<file path="src/rtl/cordic_pkg.sv">
// Shared types and constants for the CORDIC host sequencer and its response FIFO.
package cordic_pkg;

    localparam int unsigned DEFAULT_DATA_W = 8;

    localparam logic CORDIC_MODE_ROT = 1'b0;
    localparam logic CORDIC_MODE_VEC = 1'b1;

    typedef enum logic [1:0] {
        IDLE  = 2'd0,
        ISSUE = 2'd1,
        WAIT  = 2'd2
    } seq_state_t;

    typedef struct packed {
        logic [DEFAULT_DATA_W-1:0] x;
        logic [DEFAULT_DATA_W-1:0] y;
        logic                      mode;
        logic                      tmo;
    } rsp_entry_t;

endpackage

</file>
<file path="src/rtl/cordic_rsp_fifo.sv">
// Two-entry registered response FIFO; slot0 is the head and drives the response port directly.
module cordic_rsp_fifo
    import cordic_pkg::*;
#(
    parameter int unsigned DEPTH = 2
) (
    input  logic       clka,
    input  logic       reset_n,
    input  logic       push,
    input  rsp_entry_t push_entry,
    input  logic       pop,
    output rsp_entry_t head,
    output logic [1:0] count
);

    if (DEPTH != 2) begin : g_bad_depth
        $error("cordic_rsp_fifo supports exactly two entries");
    end

    rsp_entry_t slot0_r, slot1_r;
    rsp_entry_t slot0_s, slot1_s;
    logic [1:0] count_r, count_s;
    logic       pop_s;

    // Next-state of the two slots and the occupancy count.
    always_comb begin
        pop_s   = pop && (count_r != 2'd0);
        slot0_s = slot0_r;
        slot1_s = slot1_r;
        count_s = count_r;
        case (count_r)
            2'd0: begin
                if (push) begin
                    slot0_s = push_entry;
                    count_s = 2'd1;
                end else begin
                    count_s = 2'd0;
                end
            end
            2'd1: begin
                if (push && pop_s) begin
                    slot0_s = push_entry;
                end else if (push) begin
                    slot1_s = push_entry;
                    count_s = 2'd2;
                end else if (pop_s) begin
                    count_s = 2'd0;
                end else begin
                    count_s = 2'd1;
                end
            end
            2'd2: begin
                // A push without a free slot cannot arrive; it would be dropped here.
                if (pop_s) begin
                    slot0_s = slot1_r;
                    if (push) begin
                        slot1_s = push_entry;
                    end else begin
                        count_s = 2'd1;
                    end
                end else begin
                    count_s = 2'd2;
                end
            end
            default: begin
                count_s = 2'd0;
            end
        endcase
    end

    // Slot and count registers.
    always_ff @(posedge clka or negedge reset_n) begin
        if (!reset_n) begin
            slot0_r <= '0;
            slot1_r <= '0;
            count_r <= 2'd0;
        end else begin
            slot0_r <= slot0_s;
            slot1_r <= slot1_s;
            count_r <= count_s;
        end
    end

    assign head  = slot0_r;
    assign count = count_r;

endmodule

</file>
<file path="src/rtl/cordic_host_sequencer.sv">
// Host-side initiator for the CORDIC core: accepts one job at a time, issues it,
// waits for a done edge or a timeout, and queues the result in a 2-entry FIFO.
module cordic_host_sequencer
    import cordic_pkg::*;
#(
    parameter int unsigned DATA_W      = DEFAULT_DATA_W,
    parameter int unsigned TIMEOUT_CYC = 32,
    parameter int unsigned FIFO_DEPTH  = 2
) (
    input  logic              clka,
    input  logic              reset_n,
    input  logic              req_valid,
    output logic              req_ready,
    input  logic              req_mode,
    input  logic [DATA_W-1:0] req_a,
    input  logic [DATA_W-1:0] req_b,
    output logic              core_start,
    output logic              core_mode,
    output logic [DATA_W-1:0] core_port0,
    output logic [DATA_W-1:0] core_port1,
    input  logic [DATA_W-1:0] core_out0,
    input  logic [DATA_W-1:0] core_out1,
    input  logic              core_done,
    output logic              rsp_valid,
    input  logic              rsp_ready,
    output logic [DATA_W-1:0] rsp_x,
    output logic [DATA_W-1:0] rsp_y,
    output logic              rsp_mode,
    output logic              rsp_tmo
);

    localparam int unsigned TIMER_W = $clog2(TIMEOUT_CYC);
    localparam logic [TIMER_W-1:0] TIMER_LAST = TIMER_W'(TIMEOUT_CYC - 1);

    // The response entry layout is fixed by the package width.
    if (DATA_W != DEFAULT_DATA_W) begin : g_bad_width
        $error("DATA_W must match cordic_pkg::DEFAULT_DATA_W");
    end

    seq_state_t        state_r, state_s;
    logic [TIMER_W-1:0] timer_r;
    logic              done_prev_r;
    logic              mode_r;
    logic [DATA_W-1:0] port0_r, port1_r;
    logic              core_start_r;
    logic              req_ready_r;

    logic              accept_s, edge_s, timeout_s, push_s, pop_s, ready_next_s;
    rsp_entry_t        push_entry_s, head_s;
    logic [1:0]        fifo_count_s, count_next_s;

    // Sequencer next-state, completion detection and FIFO push decision.
    always_comb begin
        state_s      = state_r;
        accept_s     = 1'b0;
        push_s       = 1'b0;
        push_entry_s = '0;
        edge_s       = core_done && !done_prev_r;
        timeout_s    = (timer_r == TIMER_LAST);
        case (state_r)
            IDLE: begin
                if (req_valid && req_ready_r) begin
                    accept_s = 1'b1;
                    state_s  = ISSUE;
                end else begin
                    state_s = IDLE;
                end
            end
            ISSUE: begin
                state_s = WAIT;
            end
            WAIT: begin
                // A done edge on the timeout cycle still counts as a completion.
                if (edge_s) begin
                    push_s            = 1'b1;
                    push_entry_s.x    = core_out0;
                    push_entry_s.y    = core_out1;
                    push_entry_s.mode = mode_r;
                    push_entry_s.tmo  = 1'b0;
                    state_s           = IDLE;
                end else if (timeout_s) begin
                    push_s            = 1'b1;
                    push_entry_s.mode = mode_r;
                    push_entry_s.tmo  = 1'b1;
                    state_s           = IDLE;
                end else begin
                    state_s = WAIT;
                end
            end
            default: begin
                state_s = IDLE;
            end
        endcase
    end

    // Occupancy after this cycle's push/pop, used to register req_ready one cycle ahead.
    always_comb begin
        pop_s = rsp_valid && rsp_ready;
        case ({push_s, pop_s})
            2'b10:   count_next_s = fifo_count_s + 2'd1;
            2'b01:   count_next_s = fifo_count_s - 2'd1;
            default: count_next_s = fifo_count_s;
        endcase
        ready_next_s = (state_s == IDLE) && (count_next_s < 2'd2);
    end

    // State register.
    always_ff @(posedge clka or negedge reset_n) begin
        if (!reset_n) begin
            state_r <= IDLE;
        end else begin
            state_r <= state_s;
        end
    end

    // Handshake outputs, operand holding registers, done history and timeout timer.
    always_ff @(posedge clka or negedge reset_n) begin
        if (!reset_n) begin
            core_start_r <= 1'b0;
            req_ready_r  <= 1'b0;
            mode_r       <= 1'b0;
            port0_r      <= {DATA_W{1'b0}};
            port1_r      <= {DATA_W{1'b0}};
            done_prev_r  <= 1'b0;
            timer_r      <= {TIMER_W{1'b0}};
        end else begin
            core_start_r <= accept_s;
            req_ready_r  <= ready_next_s;
            if (accept_s) begin
                mode_r  <= req_mode;
                port0_r <= req_a;
                port1_r <= req_b;
            end
            if (state_r == ISSUE) begin
                // Sampling done here makes a level left over from the last job look stale.
                done_prev_r <= core_done;
                timer_r     <= {TIMER_W{1'b0}};
            end else if (state_r == WAIT) begin
                done_prev_r <= core_done;
                if (timer_r != TIMER_LAST) begin
                    timer_r <= timer_r + TIMER_W'(1);
                end
            end
        end
    end

    cordic_rsp_fifo #(
        .DEPTH (FIFO_DEPTH)
    ) u_rsp_fifo (
        .clka       (clka),
        .reset_n    (reset_n),
        .push       (push_s),
        .push_entry (push_entry_s),
        .pop        (pop_s),
        .head       (head_s),
        .count      (fifo_count_s)
    );

    assign req_ready  = req_ready_r;
    assign core_start = core_start_r;
    assign core_mode  = mode_r;
    assign core_port0 = port0_r;
    assign core_port1 = port1_r;
    assign rsp_valid  = (fifo_count_s != 2'd0);
    assign rsp_x      = head_s.x;
    assign rsp_y      = head_s.y;
    assign rsp_mode   = head_s.mode;
    assign rsp_tmo    = head_s.tmo;

endmodule

</file>
<file path="config.mk">
export PLATFORM = sky130hd
export DESIGN_NAME = cordic_host_sequencer
export DESIGN_NICKNAME = d
export VERILOG_FILES = /design/src/rtl/cordic_pkg.sv /design/src/rtl/cordic_rsp_fifo.sv /design/src/rtl/cordic_host_sequencer.sv
export SDC_FILE = /design/constraint.sdc
export NUM_CORES = 1
export LEC_CHECK = 0
export BUFFER_PORTS_ARGS = -buffer_cell sky130_fd_sc_hd__buf_2
export CORE_MARGIN = 2
export CORE_UTILIZATION = 55
export DETAILED_ROUTE_END_ITERATION = 16
export GPL_TIMING_DRIVEN = 1
export PLACE_DENSITY = 0.82
export SYNTH_ARGS = -nofsm -noshare
export SYNTH_HDL_FRONTEND = slang
export SYNTH_SLANG_ARGS = --single-unit
</file>
<file path="constraint.sdc">
create_clock -name clka -period 5.9 [get_ports clka]
set_input_delay 0.59 -clock clka [delete_from_list [all_inputs] [get_ports clka]]
set_output_delay 0.59 -clock clka [all_outputs]
set_load 0.01 [all_outputs]
</file>
## Word level (Yosys, flattened, before mapping)

Index checks and enable logic that the tools add are counted.

| cells by class | value |
|---|---|
| add/sub/neg operators | 3 |
| $lt $le $gt $ge | 1 |
| equal/unequal tests | 13 |
| mux-type cells | 34 |
| reduce and logical (&&, ||, !) cells | 19 |

Operators by type and width:

| operator | number |
|---|---|
| two-way mux 18 bit | 7 |
| one-hot mux 18 bit (3 select lines) | 1 |
| one-hot mux 18 bit (2 select lines) | 1 |
| two-way mux 16 bit | 1 |
| two-way mux 2 bit | 8 |
| two-way mux 5 bit | 3 |
| one-hot mux 2 bit (3 select lines) | 2 |
| two-way mux 1 bit | 10 |
| nonzero test 2 bit | 4 |
| == test 2 x 1 -> 1 bit, second input constant | 3 |
| == test 2 bit, second input constant | 3 |
| logical AND 1 bit | 6 |
| logical NOT 2 bit | 3 |
| adder 5 x 1 -> 5 bit, second input constant | 1 |
| == test 5 bit, second input constant | 1 |
| != test 5 bit, second input constant | 1 |
| != test 2 x 1 -> 1 bit, second input constant | 2 |
| != test 2 bit, second input constant | 2 |
| one-hot mux 2 bit (2 select lines) | 1 |
| AND reduction 2 bit | 2 |
| AND reduction 4 bit | 1 |
| != test 3 bit, second input constant | 1 |
| AND reduction 3 bit | 1 |
| nonzero test 3 bit | 1 |
| 4 further kinds | 4 |

| storage, ports and cells | value |
|---|---|
| register bits | 65 |
| output and inout bits | 38 |
| word-level logic and storage cells | 87 |

## Longest topological paths before layout

Gate-level depths: netlist (run 1).

| depth | value |
|---|---|
| depth after elaboration | 8 |
| depth in mapped cells | 8 |
| mapped depth without buffers | 7 |

## Cells and area by module

From an unflattened synthesis (run 1), not the netlist that was laid out.

| second synthesis, totals | value |
|---|---|
| cell total of the unflattened synthesis | 226 |
| area total of the unflattened synthesis | 3218.1 um2 |

By module, submodules not included:

| module | times used | cells an instance | area an instance (um2) | sequential area each (um2) |
|---|---|---|---|---|
| cordic_rsp_fifo | 1 | 110 | 1800.5 | 950.9 |
| cordic_host_sequencer | 1 | 116 | 1417.6 | 675.6 |

## Worst setup path before layout (run 1)

Ideal clock, no wire load.

| timing | value |
|---|---|
| kind | register -> register |
| start | register timer_r[0] |
| end | register u_rsp_fifo.slot0_r (netlist bit u_rsp_fifo.head[0]) |
| arrival | 2040 ps |
| required time | 5775 ps |
| path slack | 3736 ps |
| cell stages (with the launch flop) | 8 |
| buffers on the path | 1 |
| clock period less this slack | 2164 ps |
| cell sequence | dfrtp_1 > ha_1 > and3_1 > ha_1 > o21ai_4 > o311ai_4 > buf_8 > mux2_2 |

| on the way | value |
|---|---|
| longest elaborated chain between the ends | 7 |

RTL lines:

| item | line | source |
|---|---|---|
| start: declaration | cordic_host_sequencer.sv:41 | `logic [TIMER_W-1:0] timer_r;` |
| start signal: assignment | cordic_host_sequencer.sv:125 | `timer_r <= {TIMER_W{1'b0}};` |
| start signal: assignment | cordic_host_sequencer.sv:137 | `timer_r <= {TIMER_W{1'b0}};` |
| start signal: assignment | cordic_host_sequencer.sv:141 | `timer_r <= timer_r + TIMER_W'(1);` |
| == test 5 bit * | cordic_host_sequencer.sv:59 | `timeout_s = (timer_r == TIMER_LAST);` |
| two-way mux 1 bit | cordic_host_sequencer.sv:81 | `end else if (timeout_s) begin` |
| two-way mux 1 bit | cordic_host_sequencer.sv:74 | `if (edge_s) begin` |
| two-way mux 1 bit | cordic_host_sequencer.sv:60 | `case (state_r)` |
| logical AND 1 bit | cordic_rsp_fifo.sv:41 | `if (push && pop_s) begin` |
| != test 2 x 1 -> 1 bit (no source line) | -- |  |
| AND reduction 4 bit (no source line) | -- |  |
| end signal: assignment | cordic_rsp_fifo.sv:78 | `slot0_r <= slot0_s;` |
| end: declaration | cordic_rsp_fifo.sv:20 | `rsp_entry_t slot0_r, slot1_r;` |

Every way passes the cells marked *; elsewhere a longest branch is shown, timed or not. The select of a mux whose other input is x is not followed.
A chain may end at the register's enable or synchronous reset.

## Final worst setup path (run 1)

| timing | value |
|---|---|
| start | register timer_r[0] |
| end | register u_rsp_fifo.slot0_r (netlist bit u_rsp_fifo.head[7]) |

| on the way | value |
|---|---|
| longest elaborated chain between the ends | 7 |

RTL lines:

| item | line |
|---|---|
| == test 5 bit * | cordic_host_sequencer.sv:59 |
| two-way mux 1 bit * | cordic_host_sequencer.sv:81 |
| two-way mux 1 bit * | cordic_host_sequencer.sv:74 |
| two-way mux 1 bit * | cordic_host_sequencer.sv:60 |
| logical AND 1 bit | cordic_rsp_fifo.sv:41 |
| != test 2 x 1 -> 1 bit (no source line) | -- |
| AND reduction 4 bit (no source line) * | -- |

Every way passes the cells marked *; elsewhere a longest branch is shown, timed or not.

==> flow_summary.ini, run 1 <==
[setup_path]
cp_data_arrival_time_ns = 3.03
crit_fanout = 18
path_cells = ha_1, and3_1, ha_1, o21ai_4, o311ai_4, mux2_2
slowest_stage = o311ai_4
crit_type = reg2reg
cp-end-kind = flip-flop
worstPathRequired_ns = 6.12
start_kind = flip-flop
worst_path_largest_cell_delay_ns = 0.83
crit_path_frequent_cell = ha_1

[final_layout]
diodes = 0
stdcell_count = 428
layout-drive-gt1-share_pct = 39.3
layout_common_cells = buf_2, dfrtp_1, mux2_2
final_area_um2 = 3750
fin_nets = 400
areaGrowthSynthToFinish_pct = 19.4
final_common_cell = buf_2

[detailed_routing]
dr.pass1.iters = 4
finalWirelength_um = 6040
viasPerCell = 5.30
via_count = 2270
ant_nets = 0
drt_iter0_markers = 107
wl_per_cell_um = 14.1
drc = 0

[floorplan]
die_x_um = 79.5
core_area_um2 = 5510
io_pins = 76
start_util_pct = 57.0
fp-row-count = 27
die-area_um2 = 6330
die_h_um = 79.5

[clock_tree]
cts_inserted_buffers = 9
cts.sinks = 65
path_clk_slew_ns = 0.07
tritoncts = built
clk_path_buf_depth = 2
cts-resized-gates = 0
post_cts_buffers = 0
cts-htree-levels = 3
insertion_delay_ns = 0.34
root_buffer = clkbuf_8
ctsHoldBuffers = 0

[synthesis]
synthesis.area_um2 = 3140
syn_nets = 323
synth_flop_cell = dfrtp_1
netlist.area_leader.share_pct = 51.8
ys_ff_latch = 65
syn-instance-count = 275
ys_seq_area_share_pct = 51.8
syn_avg_cell_area_um2 = 11.4
async_flop_share_pct = 100
yosysWarnings = 0
synth.area.top_cells = dfrtp_1, mux2_2, mux2i_1
synth_cell_types = 39
yosysTopAreaCell = dfrtp_1
synth-edff-count = 0

[timing]
worst_slew_pin_slew_ns = 0.929
setup_viol = 0
relSlewSlack_pct = 37.9
slew_viol_final = 0
hold_violations = 0
min_period_over_period_pct = 47.6
clock_skew_ns = 0.00836
setup_ws_ns = 3.09
fmax_mhz = 356
rsz0062_at_grt = false
setup-tns-final_ns = 0
fin_crit_ns = 2.81

[worst_hold_path]
hold_path.class = in2async

[power]
ir_worst_vdd_uv = 379
report.power.total_mw = 1.80
leakage_nw = 1.87
power_density_nw_per_um2 = 479

[placement]
dp_hpwl_um = 4250
dp_slack_ns = 3.07
place_area_um2 = 3560
gp_congestion = 0.877
portBuffers = 75
dp.cells = 413

[global_routing]
grt-ovfl-total = 0
grt_pass1_vias = 2272
grt.total_usage_pct = 20.3
grt_pass1_wl_um = 9890
grt_max_degree = 66
antenna_found_initial = 0

[status]
outcome = complete, no violations

[run]
drv_cap = 0
==> final timing paths <==
kind | from | end | slack [ns] | cells after the start
worst max-delay path | timer_r[0] | u_rsp_fifo.head[7] | 3.09 | 6
worst min-delay path | reset_n | u_rsp_fifo.slot1_r[4] | 0.43 | 2
worst max register to register | timer_r[0] | u_rsp_fifo.head[7] | 3.09 | 6
worst min register to register | core_port1[1] | core_port1[1] | 0.50 | 1
max in group asynchronous | reset_n | timer_r[0] | 4.96 | 2
min in group clka | req_a[3] | core_port0[3] | 0.48 | 2
==> stage by stage <==
stage,hold WS (ns),util [%]
3_5_place_dp,0.488,64.7
4_1_cts,0.449,68.0
5_1_grt,0.468,68.0
6_report,0.429,68.0
2_1_floorplan,0.294,-
3_3_place_gp,0.476,64.7
==> registers in the layout, indices dropped and copies added (netlist names) <==
name	cells
state_r	2
u_rsp_fifo.slot1_r	18
u_rsp_fifo.count	2
core_mode	1
done_prev_r	1
core_port1	8
u_rsp_fifo.head	18
timer_r	5
core_port0	8
core_start	1
req_ready	1
==> power by group <==
part	switching, mW	internal (mW)	total [mW]
Combinational	0.356	0.336	0.692
Clock	0.159	0.184	0.343
Sequential	0.114	0.646	0.761
==> critical path: cells and delay by family, from the launching register on <==
family	cells	cell delay [ns]
multiplexers	1	0.42
AO/OA/AOI/OAI	2	1.00
AND/OR/NAND/NOR	1	0.16
adder cells (fa/ha/maj)	2	0.71
flip-flops	1	0.39
==> metal layers <==
metal | GRT usage (%) | share of wire, %
met3 | 7.58 | 6.2
met4 | 5.00 | 0.66
met2 | 34.5 | 49
met5 | 0 | 0
met1 | 24.3 | 44
==> cell usage after synthesis, types with 2 or more instances <==
cell type and number:
nand3b_1 3, or2b_1 2, buf_2 4, mux2i_1 15, nand3_1 3, nand2b_1 2, o21ai_0 19, inv_1 26
nand2_1 34, clkbuf_1 6, dfrtp_1 65, o22ai_1 3, ha_1 10, nor2b_1 2, nor2_1 9, nor4b_1 2
mux2_2 42, a21oi_1 4, a22o_1 2, and3_1 2, and2_1 2
==> cell families after synthesis <==
group / synth area share, %
mux: 19.9
flops: 51.8
simple gates: 10.2
compound gates: 8.89
buf+inv: 5.18
fa+ha+maj: 3.99
==> final cells by class <==
| type | count | area, µm² |
|---|---|---|
| tap | 72 | 90.1 |
| timing repair buffer | 78 | 398 |
| clock inverter | 2 | 12.5 |
| sequential | 65 | 1630 |
| inverter | 26 | 97.6 |
| multi-input combinational | 172 | 1350 |
| fill | 440 | 1760 |
| clock buffer | 13 | 169 |
Note: power is estimated with default switching activity, not from simulation.
==> run 2: changes to the inputs <==
Settings changed: CORE_UTILIZATION 55 to 48, PLACE_DENSITY 0.82 to 0.76.
Clock period 5.9 ns to 2.5 ns, I/O delays scaled along.
==> run 2 against run 1 <==
Effect of this change: core utilization is 7.7 points lower; highest routed layer unchanged; worst hold slack got worse by 0.28 ns; via count fell by 1.4%; die area grew 14%; wire length grew 2.0%; largest cell class unchanged; final area up 2.3%; non-clock buffer count grew 7.
==> flow_summary.ini, run 2 (synthesis gave the netlist of run 1 again) <==
[status]
outcome = complete, no violations

[detailed_routing]
wl_per_cell_um = 14.0
finalWirelength_um = 6160
ant_nets = 0
via_count = 2239
dr.pass1.iters = 4
drt_iter0_markers = 103
drc = 0
viasPerCell = 5.09

[setup_path]
start_kind = flip-flop
rr_startpoint = timer_r[0]
crit_path_frequent_cell = ha_1
slowest_stage = dfrtp_1
critPathTopFamily = adder cells
path_depth = 8
critical_path_buf_inv_count = 2
cp-end-kind = flip-flop
worst-r2r-cell-count = 8
r2r_slack_ns = 0.24
r2r_end = u_rsp_fifo.head[15]
cp_data_arrival_time_ns = 2.47
worst_path_largest_cell_delay_ns = 0.41
worstPathRequired_ns = 2.70
crit_type = reg2reg
crit_fanout = 18
path_cells = ha_1, and3_1, ha_1, buf_4, o2111ai_1, o311ai_4, buf_12, mux2_2

[worst_hold_path]
hold_path.class = in2reg
min_path_cells = 2
hold_start = req_b[6]
min_to = core_port1[6]

[clock_tree]
cts_inserted_buffers = 9
path_clk_slew_ns = 0.07
clk_path_buf_depth = 2
cts.sinks = 65
insertion_delay_ns = 0.32
tritoncts = built
cts-htree-levels = 3
root_buffer = clkbuf_8

[power]
power_density_nw_per_um2 = 1140
pwr-share-comb_pct = 38.7
ir_worst_vdd_uv = 749
power.internal_mw = 2.87
switching_share_pct = 34.1
p_seq_share_pct = 41.4
report.power.total_mw = 4.35
p_clk_share_pct = 19.9
leakage_nw = 1.92
switchingPower_mw = 1.48

[final_layout]
diodes = 0
layout_common_cells = buf_2, dfrtp_1, mux2_2
final_common_cell = buf_2
fin_nets = 407
layout-drive-gt1-share_pct = 40.2
areaGrowthSynthToFinish_pct = 22.2

[run]
drv_cap = 0

[floorplan]
die_x_um = 84.9
io_pins = 76
fp-row-count = 29
core_area_um2 = 6350
die-area_um2 = 7200
start_util_pct = 49.4
die_h_um = 84.9

[global_routing]
grt_max_degree = 29
antenna_found_initial = 0
top_usage_layer = met2
grtUsageMet3_pct = 4.96
grt.total_usage_pct = 18.5
globalRouteMet2Util_pct = 30.9
grt_use_met1_pct = 23.9
grt-ovfl-total = 0
grt_pass1_vias = 2359
grt_pass1_wl_um = 10700

[timing]
setup_viol = 0
setup-tns-final_ns = 0
hold_violations = 0
worst_slew_pin_slew_ns = 0.852
clock_skew_ns = 0.00723
rsz0062_at_grt = false
min_period_over_period_pct = 90.4
slew_viol_final = 0
relSlewSlack_pct = 43.1
fmax_mhz = 442
fin_crit_ns = 2.26

[placement]
gp_congestion = 0.824
dp_hpwl_um = 4580
portBuffers = 75
run 2: changes by cell type in the layout (fill, tap and decap cells not counted):
cell and delta:
buf_4 +5, buf_12 +1, bufinv_16 +1, clkbuf_8 -1, clkinv_2 +1, clkinvlp_4 -1, dlygate4sd3_1 +1
run 2: power groups by stage:
| stage | Combinational, mW | Clock [mW] | Sequential, mW |
|---|---|---|---|
| detailed placement | 1.67 | 0 | 1.82 |
| CTS | 1.71 | 0.890 | 1.80 |
| floorplan | 0.996 | 0 | 1.90 |
| finish | 1.68 | 0.866 | 1.80 |
| global route | 1.87 | 0.947 | 1.86 |
| global placement | 1.62 | 0 | 1.79 |
run 2: worst max-delay path by stage:
stage,from,end
finish,timer_r[0],u_rsp_fifo.head[15]
global route,u_rsp_fifo.count[1],u_rsp_fifo.slot1_r[6]
CTS,u_rsp_fifo.count[1],u_rsp_fifo.slot1_r[2]
detailed placement,u_rsp_fifo.count[1],u_rsp_fifo.head[9]
global placement,u_rsp_fifo.count[1],u_rsp_fifo.head[12]
floorplan,timer_r[0],u_rsp_fifo.head[0]
run 2: final cells by class:
type	instances	area (µm²)
fill	515	2520
sequential	65	1630
multi-input combinational	172	1350
timing repair buffer	85	465
clock buffer	12	155
inverter	26	97.6
tap	77	96.3
clock inverter	3	40.0
run 2: repair_timing:
action | CTS | global route
setup endpoints to repair | 7 | 0
gates resized for setup | 0 | 0
hold endpoints to repair | 26 | 0
setup buffers | 1 | 0
hold buffers | 1 | 0
run 2: per-stage QoR:
stage | hold slack [ns] | instances | instance area [µm²] | setup WS, ns | utilization, %
floorplan | -0.0456 | 275 | 3140 | 0.336 | -
global placement | 0.288 | 423 | 3610 | 0.107 | 56.8
detailed placement | 0.303 | 423 | 3610 | 0.00864 | 56.8
CTS | 0.136 | 440 | 3830 | 0.232 | 60.4
global route | 0.122 | 440 | 3830 | 0.0561 | 60.4
finish | 0.147 | 440 | 3830 | 0.239 | 60.4
run 2: metal layers:
layer,share of wire [%],up-vias
li1,-,1105
met1,42,1055
met2,50,73
met3,6.3,6
met4,0.78,0
met5,0,-
run 2: worst register-to-register path, stage by stage, from the launching register on:
cell,delay [ns]
dfrtp_1,0.41
ha_1,0.23
and3_1,0.19
ha_1,0.22
buf_4,0.20
o2111ai_1,0.29
o311ai_4,0.15
buf_12,0.19
mux2_2,0.28
